$ cat src/rtl/i2c_scl_gen_if.sv
// i2c_scl_gen_if: controller-side bundle for the I2C SCL generator
// Ports (seen from the generator, slave modport):
//   i_en            run SCL; 0 finishes the current cycle and parks high
//   i_mode          00=100k 01=400k 10=1M 11=custom (i_div)
//   i_div           custom half-period in clk cycles
//   i_scl           SCL pad readback, asynchronous
//   o_scl           1 = release SCL, 0 = drive low
//   o_*_tick        single-cycle phase pulses (fall, mid-low, rise, mid-high)
//   o_busy          generator not idle
//   o_stretching    target is holding SCL low past the nominal rise delay
//   o_timeout       sticky stretch-timeout flag
interface i2c_scl_gen_if #(
    parameter int CNT_W = 12
);
    logic             i_en;
    logic [1:0]       i_mode;
    logic [CNT_W-1:0] i_div;
    logic             i_scl;
    logic             o_scl;
    logic             o_fall_tick;
    logic             o_mid_low_tick;
    logic             o_rise_tick;
    logic             o_mid_high_tick;
    logic             o_busy;
    logic             o_stretching;
    logic             o_timeout;
    modport slave (
        input  i_en, i_mode, i_div, i_scl,
        output o_scl, o_fall_tick, o_mid_low_tick, o_rise_tick, o_mid_high_tick,
               o_busy, o_stretching, o_timeout
    );
    modport master (
        output i_en, i_mode, i_div, i_scl,
        input  o_scl, o_fall_tick, o_mid_low_tick, o_rise_tick, o_mid_high_tick,
               o_busy, o_stretching, o_timeout
    );
endinterface

$ cat src/rtl/i2c_scl_gen.sv
// i2c_scl_gen: run-time selectable I2C SCL generator with stretch detection and phase ticks
// Ports:
//   clk    system clock, rising edge
//   rst_n  asynchronous active-low reset
//   bus    i2c_scl_gen_if.slave (enable/mode/divider in, SCL drive, ticks and status out)
module i2c_scl_gen #(
    parameter int CLK_HZ      = 50_000_000,
    parameter int CNT_W       = 12,
    parameter int STRETCH_MAX = 4095
) (
    input logic          clk,
    input logic          rst_n,
    i2c_scl_gen_if.slave bus
);
    localparam logic [CNT_W-1:0] HALF_100K = CNT_W'(CLK_HZ / 200_000);
    localparam logic [CNT_W-1:0] HALF_400K = CNT_W'(CLK_HZ / 800_000);
    localparam logic [CNT_W-1:0] HALF_1M   = CNT_W'(CLK_HZ / 2_000_000);
    localparam logic [CNT_W-1:0] HALF_MIN  = CNT_W'(4);
    localparam logic [CNT_W-1:0] ONE       = CNT_W'(1);
    localparam logic [CNT_W-1:0] STR_LAST  = CNT_W'(STRETCH_MAX - 1);

    typedef enum logic [1:0] {S_IDLE, S_LOW, S_HWAIT, S_HIGH} state_t;

    state_t           r_state, w_state_nx;
    logic [CNT_W-1:0] r_cnt, w_cnt_nx;
    logic [CNT_W-1:0] r_scnt, w_scnt_nx;
    logic [CNT_W-1:0] r_half, w_half_nx;
    logic             r_timeout, w_timeout_nx;
    logic [1:0]       r_sync;
    logic             w_scl_s;
    logic [CNT_W-1:0] w_half_sel;
    logic [CNT_W-1:0] w_qtr;

    assign w_scl_s    = r_sync[1];
    assign w_qtr      = r_half >> 1;
    assign w_half_sel = bus.i_mode == 2'b00 ? HALF_100K :
                        bus.i_mode == 2'b01 ? HALF_400K :
                        bus.i_mode == 2'b10 ? HALF_1M   :
                        bus.i_div < HALF_MIN ? HALF_MIN : bus.i_div;

    always_ff @(posedge clk or negedge rst_n) begin
        if (!rst_n) begin
            r_state   <= S_IDLE;
            r_cnt     <= '0;
            r_scnt    <= '0;
            r_half    <= '0;
            r_timeout <= 1'b0;
            r_sync    <= 2'b11;
        end else begin
            r_state   <= w_state_nx;
            r_cnt     <= w_cnt_nx;
            r_scnt    <= w_scnt_nx;
            r_half    <= w_half_nx;
            r_timeout <= w_timeout_nx;
            r_sync    <= {r_sync[0], bus.i_scl};
        end
    end

    always_comb begin
        w_state_nx   = r_state;
        w_cnt_nx     = r_cnt;
        w_scnt_nx    = r_scnt;
        w_half_nx    = r_half;
        w_timeout_nx = r_timeout;
        case (r_state)
            S_IDLE: begin
                w_cnt_nx  = '0;
                w_scnt_nx = '0;
                if (bus.i_en) begin
                    w_state_nx   = S_LOW;
                    w_half_nx    = w_half_sel;
                    w_timeout_nx = 1'b0;
                end
            end
            S_LOW: begin
                w_cnt_nx = r_cnt + ONE;
                if (r_cnt == r_half - ONE) begin
                    w_state_nx = S_HWAIT;
                    w_cnt_nx   = '0;
                    w_scnt_nx  = '0;
                end
            end
            S_HWAIT: begin
                // Pad release is only trusted once it has crossed the synchronizer,
                // so even an unstretched bus spends 3 cycles here.
                w_scnt_nx = r_scnt + ONE;
                if (w_scl_s) begin
                    w_state_nx = S_HIGH;
                    w_cnt_nx   = '0;
                end else if (r_scnt == STR_LAST) begin
                    w_state_nx   = S_IDLE;
                    w_timeout_nx = 1'b1;
                end
            end
            default: begin
                w_cnt_nx = r_cnt + ONE;
                if (r_cnt == r_half - ONE) begin
                    w_state_nx = bus.i_en ? S_LOW : S_IDLE;
                    w_cnt_nx   = '0;
                end
            end
        endcase
    end

    // Ticks decode from registered state/count; they live in disjoint state/count
    // slots (QTR >= 2 because HALF >= 4), so at most one fires per cycle.
    assign bus.o_scl           = r_state != S_LOW;
    assign bus.o_fall_tick     = r_state == S_LOW  && r_cnt == '0;
    assign bus.o_mid_low_tick  = r_state == S_LOW  && r_cnt == w_qtr;
    assign bus.o_rise_tick     = r_state == S_HIGH && r_cnt == '0;
    assign bus.o_mid_high_tick = r_state == S_HIGH && r_cnt == w_qtr;
    assign bus.o_busy          = r_state != S_IDLE;
    assign bus.o_stretching    = r_state == S_HWAIT && r_scnt >= CNT_W'(3);
    assign bus.o_timeout       = r_timeout;
endmodule

$ cat src/flat_wrapper.sv
// flat-port wrapper written by rule: the top's interface ports become plain ports
module i2c_scl_gen_flat 
#(
    parameter int CLK_HZ      = 50_000_000,
    parameter int CNT_W       = 12,
    parameter int STRETCH_MAX = 4095
)
  (clk, rst_n, bus_i_en, bus_i_mode, bus_i_div, bus_i_scl, bus_o_scl, bus_o_fall_tick, bus_o_mid_low_tick, bus_o_rise_tick, bus_o_mid_high_tick, bus_o_busy, bus_o_stretching, bus_o_timeout);
  i2c_scl_gen_if #(.CNT_W(CNT_W)) bus_i ();
  input logic clk;
  input logic rst_n;
  input wire logic [$bits(bus_i.i_en)-1:0] bus_i_en;
  input wire logic [$bits(bus_i.i_mode)-1:0] bus_i_mode;
  input wire logic [$bits(bus_i.i_div)-1:0] bus_i_div;
  input wire logic [$bits(bus_i.i_scl)-1:0] bus_i_scl;
  output wire logic [$bits(bus_i.o_scl)-1:0] bus_o_scl;
  output wire logic [$bits(bus_i.o_fall_tick)-1:0] bus_o_fall_tick;
  output wire logic [$bits(bus_i.o_mid_low_tick)-1:0] bus_o_mid_low_tick;
  output wire logic [$bits(bus_i.o_rise_tick)-1:0] bus_o_rise_tick;
  output wire logic [$bits(bus_i.o_mid_high_tick)-1:0] bus_o_mid_high_tick;
  output wire logic [$bits(bus_i.o_busy)-1:0] bus_o_busy;
  output wire logic [$bits(bus_i.o_stretching)-1:0] bus_o_stretching;
  output wire logic [$bits(bus_i.o_timeout)-1:0] bus_o_timeout;
  assign bus_i.i_en = bus_i_en;
  assign bus_i.i_mode = bus_i_mode;
  assign bus_i.i_div = bus_i_div;
  assign bus_i.i_scl = bus_i_scl;
  assign bus_o_scl = bus_i.o_scl;
  assign bus_o_fall_tick = bus_i.o_fall_tick;
  assign bus_o_mid_low_tick = bus_i.o_mid_low_tick;
  assign bus_o_rise_tick = bus_i.o_rise_tick;
  assign bus_o_mid_high_tick = bus_i.o_mid_high_tick;
  assign bus_o_busy = bus_i.o_busy;
  assign bus_o_stretching = bus_i.o_stretching;
  assign bus_o_timeout = bus_i.o_timeout;
  i2c_scl_gen #(.CLK_HZ(CLK_HZ), .CNT_W(CNT_W), .STRETCH_MAX(STRETCH_MAX)) u_core (.clk(clk), .rst_n(rst_n), .bus(bus_i));
endmodule
$ cat config.mk
export PLATFORM = sky130hd
export DESIGN_NAME = i2c_scl_gen_flat
export DESIGN_NICKNAME = d
export VERILOG_FILES = /design/src/rtl/i2c_scl_gen_if.sv /design/src/rtl/i2c_scl_gen.sv /design/src/flat_wrapper.sv
export SDC_FILE = /design/constraint.sdc
export NUM_CORES = 1
export LEC_CHECK = 0
export BUFFER_PORTS_ARGS = -buffer_cell sky130_fd_sc_hd__buf_2
export CORE_MARGIN = 1.5
export CORE_UTILIZATION = 59
export DETAILED_ROUTE_END_ITERATION = 8
export PLACE_DENSITY = 0.81
export SETUP_SLACK_MARGIN = 0.05
export SLEW_MARGIN = 20
export SYNTH_ARGS = -nofsm -noshare
export SYNTH_HDL_FRONTEND = slang
export SYNTH_SLANG_ARGS = --single-unit
$ cat constraint.sdc
create_clock -name clk -period 2.9 [get_ports clk]
set_input_delay 0.435 -clock clk [delete_from_list [all_inputs] [get_ports clk]]
set_output_delay 0.435 -clock clk [all_outputs]
set_load 0.01 [all_outputs]
== Word level (Yosys, flattened, before mapping) ==
Cells that the tools add are included.

* Reductions and logical operators: 16
* $add $sub $neg: 3
* Equal/unequal tests: 15
* Order comparisons: 2
* Muxes and demuxes: 20

{| class="wikitable"
|+ Operator list
! kind !! number
|-
| $mux 12 || 7
|-
| $pmux 12 s3 || 1
|-
| $add 12x1->12 const B || 2
|-
| $pmux 12 s2 || 1
|-
| $eq 12x11->1 || 1
|-
| $eq 12x12->1 || 1
|-
| $eq 12x12->1 const B || 1
|-
| $ge 12x2->1 const B || 1
|-
| $logic_not 12->1 || 1
|-
| $lt 12x3->1 const B || 1
|-
| $sub 12x1->12 const B || 1
|-
| $mux 2 || 5
|-
| $ne 2x1->1 const B || 4
|-
| $reduce_and 4->1 || 2
|-
| $eq 2x2->1 const B || 3
|-
| $pmux 2 s3 || 1
|-
| $reduce_bool 3->1 || 2
|-
| $logic_and 1x1->1 || 5
|-
| $eq 2x1->1 const B || 2
|-
| $logic_not 2->1 || 2
|-
| $mux 1 || 4
|-
| $ne 2x2->1 const B || 2
|-
| $reduce_and 2->1 || 2
|-
| $reduce_bool 2->1 || 2
|-
| other kinds (2) || 2
|}

* Word-level logic and storage cells: 62
* Register bits after elaboration: 41

== Longest topological paths before layout ==
* Depth after elaboration: 5
* Gate-level depth with buffers: 9
* Depth with buffers taken out: 8

== Worst setup path before layout ==
No wires, ideal clock.

* Kind: reg2reg
* Start: register u_core.r_half[4]
* End: register u_core.r_state[1]
* Path buffers: 2
* Arrival time: 2.546 ns
* Path slack: 0.235 ns
* Period minus slack after synthesis: 2.665 ns
* Stages on the path, launching flop included: 9
* Cells stage by stage: dfrtp_1 buf_6 or4_4 buf_6 or3_4 o22a_1 a21o_4 or4_1 and3_1

* Word-level cells in the longest chain between the ends: 4

{| class="wikitable"
|+ RTL lines
! item !! line !! RTL
|-
| start: declaration || i2c_scl_gen.sv:27 || <nowiki>logic [CNT_W-1:0] r_half, w_half_nx;</nowiki>
|-
| start signal: assignment || i2c_scl_gen.sv:53 || <nowiki>r_half <= w_half_nx;</nowiki>
|-
| $sub 12x1->12 (*) || i2c_scl_gen.sv:77, i2c_scl_gen.sv:97 ||
|-
| $eq 12x12->1 (*) || i2c_scl_gen.sv:77, i2c_scl_gen.sv:97 ||
|-
| $ne 2x1->1 (no source line) or $reduce_bool 3->1 (tied branches) || -- ||
|-
| $reduce_and 4->1 (no source line) (*) || -- ||
|-
| end signal: assignment || i2c_scl_gen.sv:50 || <nowiki>r_state <= w_state_nx;</nowiki>
|-
| end: declaration || i2c_scl_gen.sv:24 || <nowiki>state_t r_state, w_state_nx;</nowiki>
|}

Mark *: on every way between the ends. The rest lies on a longest branch, timed or not.
A chain may end at the register's enable or synchronous reset.

== Worst setup path in the final report ==
Same ends and word-level chain as after synthesis.

==> results summary <==
The number of DRC violations after detailed routing is 0. The aggregate routed wire length is 6250 um. In this run the tightest slew margin relative to its limit is 39.9%. During I/O placement, the number of pins put on the boundary was 26. The clock drives 41 sinks.

The simple logic cell fraction of the synthesized area came out at between 20% and 30%. After Yosys synthesis, full adders, half adders and majority gates account for roughly 2.3% of the synthesized area. The initial cell density of the core is about 62%. In this run the cell area measured after placement is between 0.002 and 0.003 sq mm. The worst-case setup margin in the final layout is 0.228 ns. The maximum count of clock buffers along a single path is 2. Setup repair after global routing left no endpoint under its margin. Entering global routing, the biggest net connects 42 pins. The post-synthesis cell type count came out at 54. The worst slack after detailed placement came out at between 0.2 and 0.25 ns. The synthesized area divided by synthesized cell count came out at around 8.2 sq um. The total routing resource utilization after global routing is between 20% and 30%. The number of diodes is 0. The post-synthesis cell count came out at between 300 and 400. In this run, synthesis inferred 0 flip-flops with an integrated enable. The detailed-routing iteration count for the pre-antenna-repair pass is 5.

After the first detailed-routing iteration, the DRC count stood at 286. The sum of negative setup slack is 0 ns. The initial antenna violation count is 0. The critical path capture point type is a register. The cell area power density came out at just over 800 mW/mm^2. met2 is the most crowded layer. Among all flip-flop cells after synthesis, the most frequent one is dfrtp_1. The flow ran to the end, and the final reports show no timing, DRC or antenna violations. Clock-pin slew was measured on the worst setup and hold paths at approximately 0.080 ns. The hold violation count in the final report came out at 0.

The wire length of the first global-routing pass came out at about 11000 um. The residual overflow from global routing came out at 0. The required time of the critical path is between 3 and 4 ns. STA classifies the critical path startpoint as a register. The mapped netlist covers around 0.0028 sq mm. Counting flops with an async set or reset pin after synthesis yields a share of 100%.

The post-detailed-route via-to-cell ratio is 6.30. Summing all multi-input logic gate instances after layout gives around 0.0016 sq mm. The transition time at the pin with the least slew margin came out at 0.902 ns. The global routing met2 resource utilization came out at 40.0%.

The end-of-flow core utilization came out at about two thirds. Summing the areas of all xor and xnor instances in the mapped netlist gives between 10% and 20% of the synthesized area. The number of global-route vias before repair is approximately 2300.

Summing all flip-flop and latch instances after layout gives 0.00103 sq mm. The flip-flop and latch count after synthesis is 41. In this run the static leakage power is about 1.3 nW. The endpoint arrival time on the critical path came out at 2.86 ns.

The worst IR drop on VDD came out at 0.444 mV. The largest area contributor in the netlist is dfrtp_1. The final-report max-slew violation count is 0. The area added between synthesis and finish is 7.08%. The weighted congestion at the end of routability-driven global placement came out at 0.890. The die outline height came out at ~71 um. The root buffer cell chosen for the clock tree is clkbuf_8. The compound-gate portion of the synthesized area is around 18%. The placed wire-length estimate is 4540 um. Port buffering added 25 buffers. The post-route worst hold slack is approximately 0.23 ns.

Across the routed clock network, the largest skew measured is 0.0113 ns. For the worst-skew pair, the clock arrives at the later sink with an insertion delay of roughly 0.30 ns. The count of endpoints failing setup in the final report came out at 0. The path class of the tightest hold or removal check is in2reg. The hold-fix buffer count after cts came out at 0. The routing usage on met1 came out at between 30% and 40%. The post-synth net total is between 300 and 400.

Yosys attributes the largest share of cell area to dfrtp_1 35%, xor2_1 6.7%, nand2_1 6.4%, a21oi_1 4.4%, xnor2_1 3.8%. The die footprint came out at roughly 0.0051 sq mm. The setup fix buffers added after clock tree synthesis came out at 0. The residual antenna-violating net count after detailed routing came out at 0. TritonCTS built the clock tree. The area of the core is between 0.004 and 0.005 sq mm. The count of cells resized by post-cts repair came out at 0. The global-route met3 utilization came out at a little under 6%. The main combinational cell family by area after synthesis is simple AND/OR/NAND/NOR gates.

The number of warnings reported in the yosys synthesis log is 0. The post-layout net count is between 300 and 400. The final design instance area without fill came out at around 0.003 sq mm.

After detailed routing, the average wire length per cell comes to roughly 16 um. Of the post-synthesis cell area, the dominant cell type holds a little over a third. The number of fill cells in the layout is between 300 and 400. The critical path start-end classification is reg2reg. The number of vias in the routed layout is between 2000 and 3000.

The max-cap check violation count came out at 0. The sequential fraction of the synthesis area is ~37%. The number of cell rows came out at 24. The share of cells above drive strength 1 came out at between 10% and 20%. The highest clock rate is ~370 MHz.

The width of the die came out at about 71 um. The minimum clock period came out at between 2 and 3 ns. The mux contribution to synthesized area came out at less than 1%.

The H-tree depth reported by CTS is 2. The number of buffers created by CTS is 5. The final worst-path cycle share came out at between 90% and 100%. The critical-path maximum fanout came out at 8.
==> Yosys cell counts (all sizes together) (5+ instances only) <==
master	count
xnor2	12
ha	5
o21ai	21
dfrtp	39
nor4	12
clkbuf	19
nand4	8
or3	5
nor3	14
nand3	10
nor2	26
nand2	47
buf	5
a31oi	8
xor2	21
a21oi	24
inv	13
==> critical path, cell delays in order, from the launching register on <==
cell and delay, ns:
dfrtp_1 0.47, or4_4 0.60, or3_4 0.40, o22a_1 0.23, a21o_4 0.24, or4_1 0.45, and3_1 0.17
==> kinds of logic after synthesis <==
kind of cell,after synthesis
buffers and inverters,37
adder cells (fa/ha/maj),5
XOR/XNOR,33
AO/OA/AOI/OAI,76
multiplexers,1
AND/OR/NAND/NOR,142
flip-flops,41
==> final timing paths <==
| kind | depth (start not counted) | startpoint | slack [ns] | endpoint |
|---|---|---|---|---|
| max | 6 | u_core.r_half[4] | 0.23 | u_core.r_state[1] |
| min | 1 | bus_i_scl | 0.23 | u_core.r_sync[0] |
| max reg2reg | 6 | u_core.r_half[4] | 0.23 | u_core.r_state[1] |
| min in group asynchronous | 1 | rst_n | 0.25 | u_core.r_state[0] |
| max in group asynchronous | 1 | rst_n | 2.07 | u_core.r_half[7] |
| min reg2reg | 0 | u_core.r_sync[0] | 0.36 | u_core.r_sync[1] |
==> metrics by stage <==
step                instances  power [W]
global placement          392    0.00202
finish                    400    0.00244
CTS                       400    0.00244
floorplan                 335    0.00179
global route              400    0.00263
detailed placement        392    0.00207
==> cell usage in the layout (no fill, tap or decap), types with 3 or more instances in the layout <==
master    synthesis  final
buf_4             1      4
a31oi_1           8      8
nand4_1           8      8
nand3_1          10     10
o21ai_1          10     10
nand2b_1          4      4
nor4_1           11     11
o21ai_0          11     11
nor2_1           26     26
or3_1             4      4
xnor2_1          12     12
nand2_1          47     47
ha_1              5      5
nor3_1           14     14
inv_1            13     13
buf_2             1     25
o22ai_1           3      3
xor2_1           21     21
clkbuf_8          0      5
a21oi_1          24     24
dfrtp_1          39     39
and3_1            3      3
==> power by group <==
part           internal [W]  switching [W]  leakage [nW]  total, W
Sequential         0.000717       0.000294         0.517   0.00101
Clock              0.000172       0.000198        0.0424  0.000371
Combinational      0.000464       0.000598         0.762   0.00106
==> per-layer routing <==
layer  vias to the layer above  wire (um)  share of wire [%]
li1                       1211          -                  -
met1                      1194       2890                 46
met2                       107       2820                 45
met3                         8        476                7.6
met4                         0         57               0.91
met5                         -          0                  0
==> sequential cells by signal, indices dropped and copies added (netlist names) <==
signal	cells
u_core.r_cnt	12
u_core.r_scnt	12
u_core.r_sync	2
u_core.r_half	12
u_core.r_state	2
u_core.bus.o_timeout	1
==> area by class of cell <==
cell class,count,area share [%]
Multi-Input combinational cell,257,53.2
Sequential cell,41,34.8
Timing Repair Buffer,29,5.26
Clock buffer,7,2.59
Tap cell,52,2.20
Inverter,13,1.65
Clock inverter,1,0.297
Power figures use the tool's default switching activity.
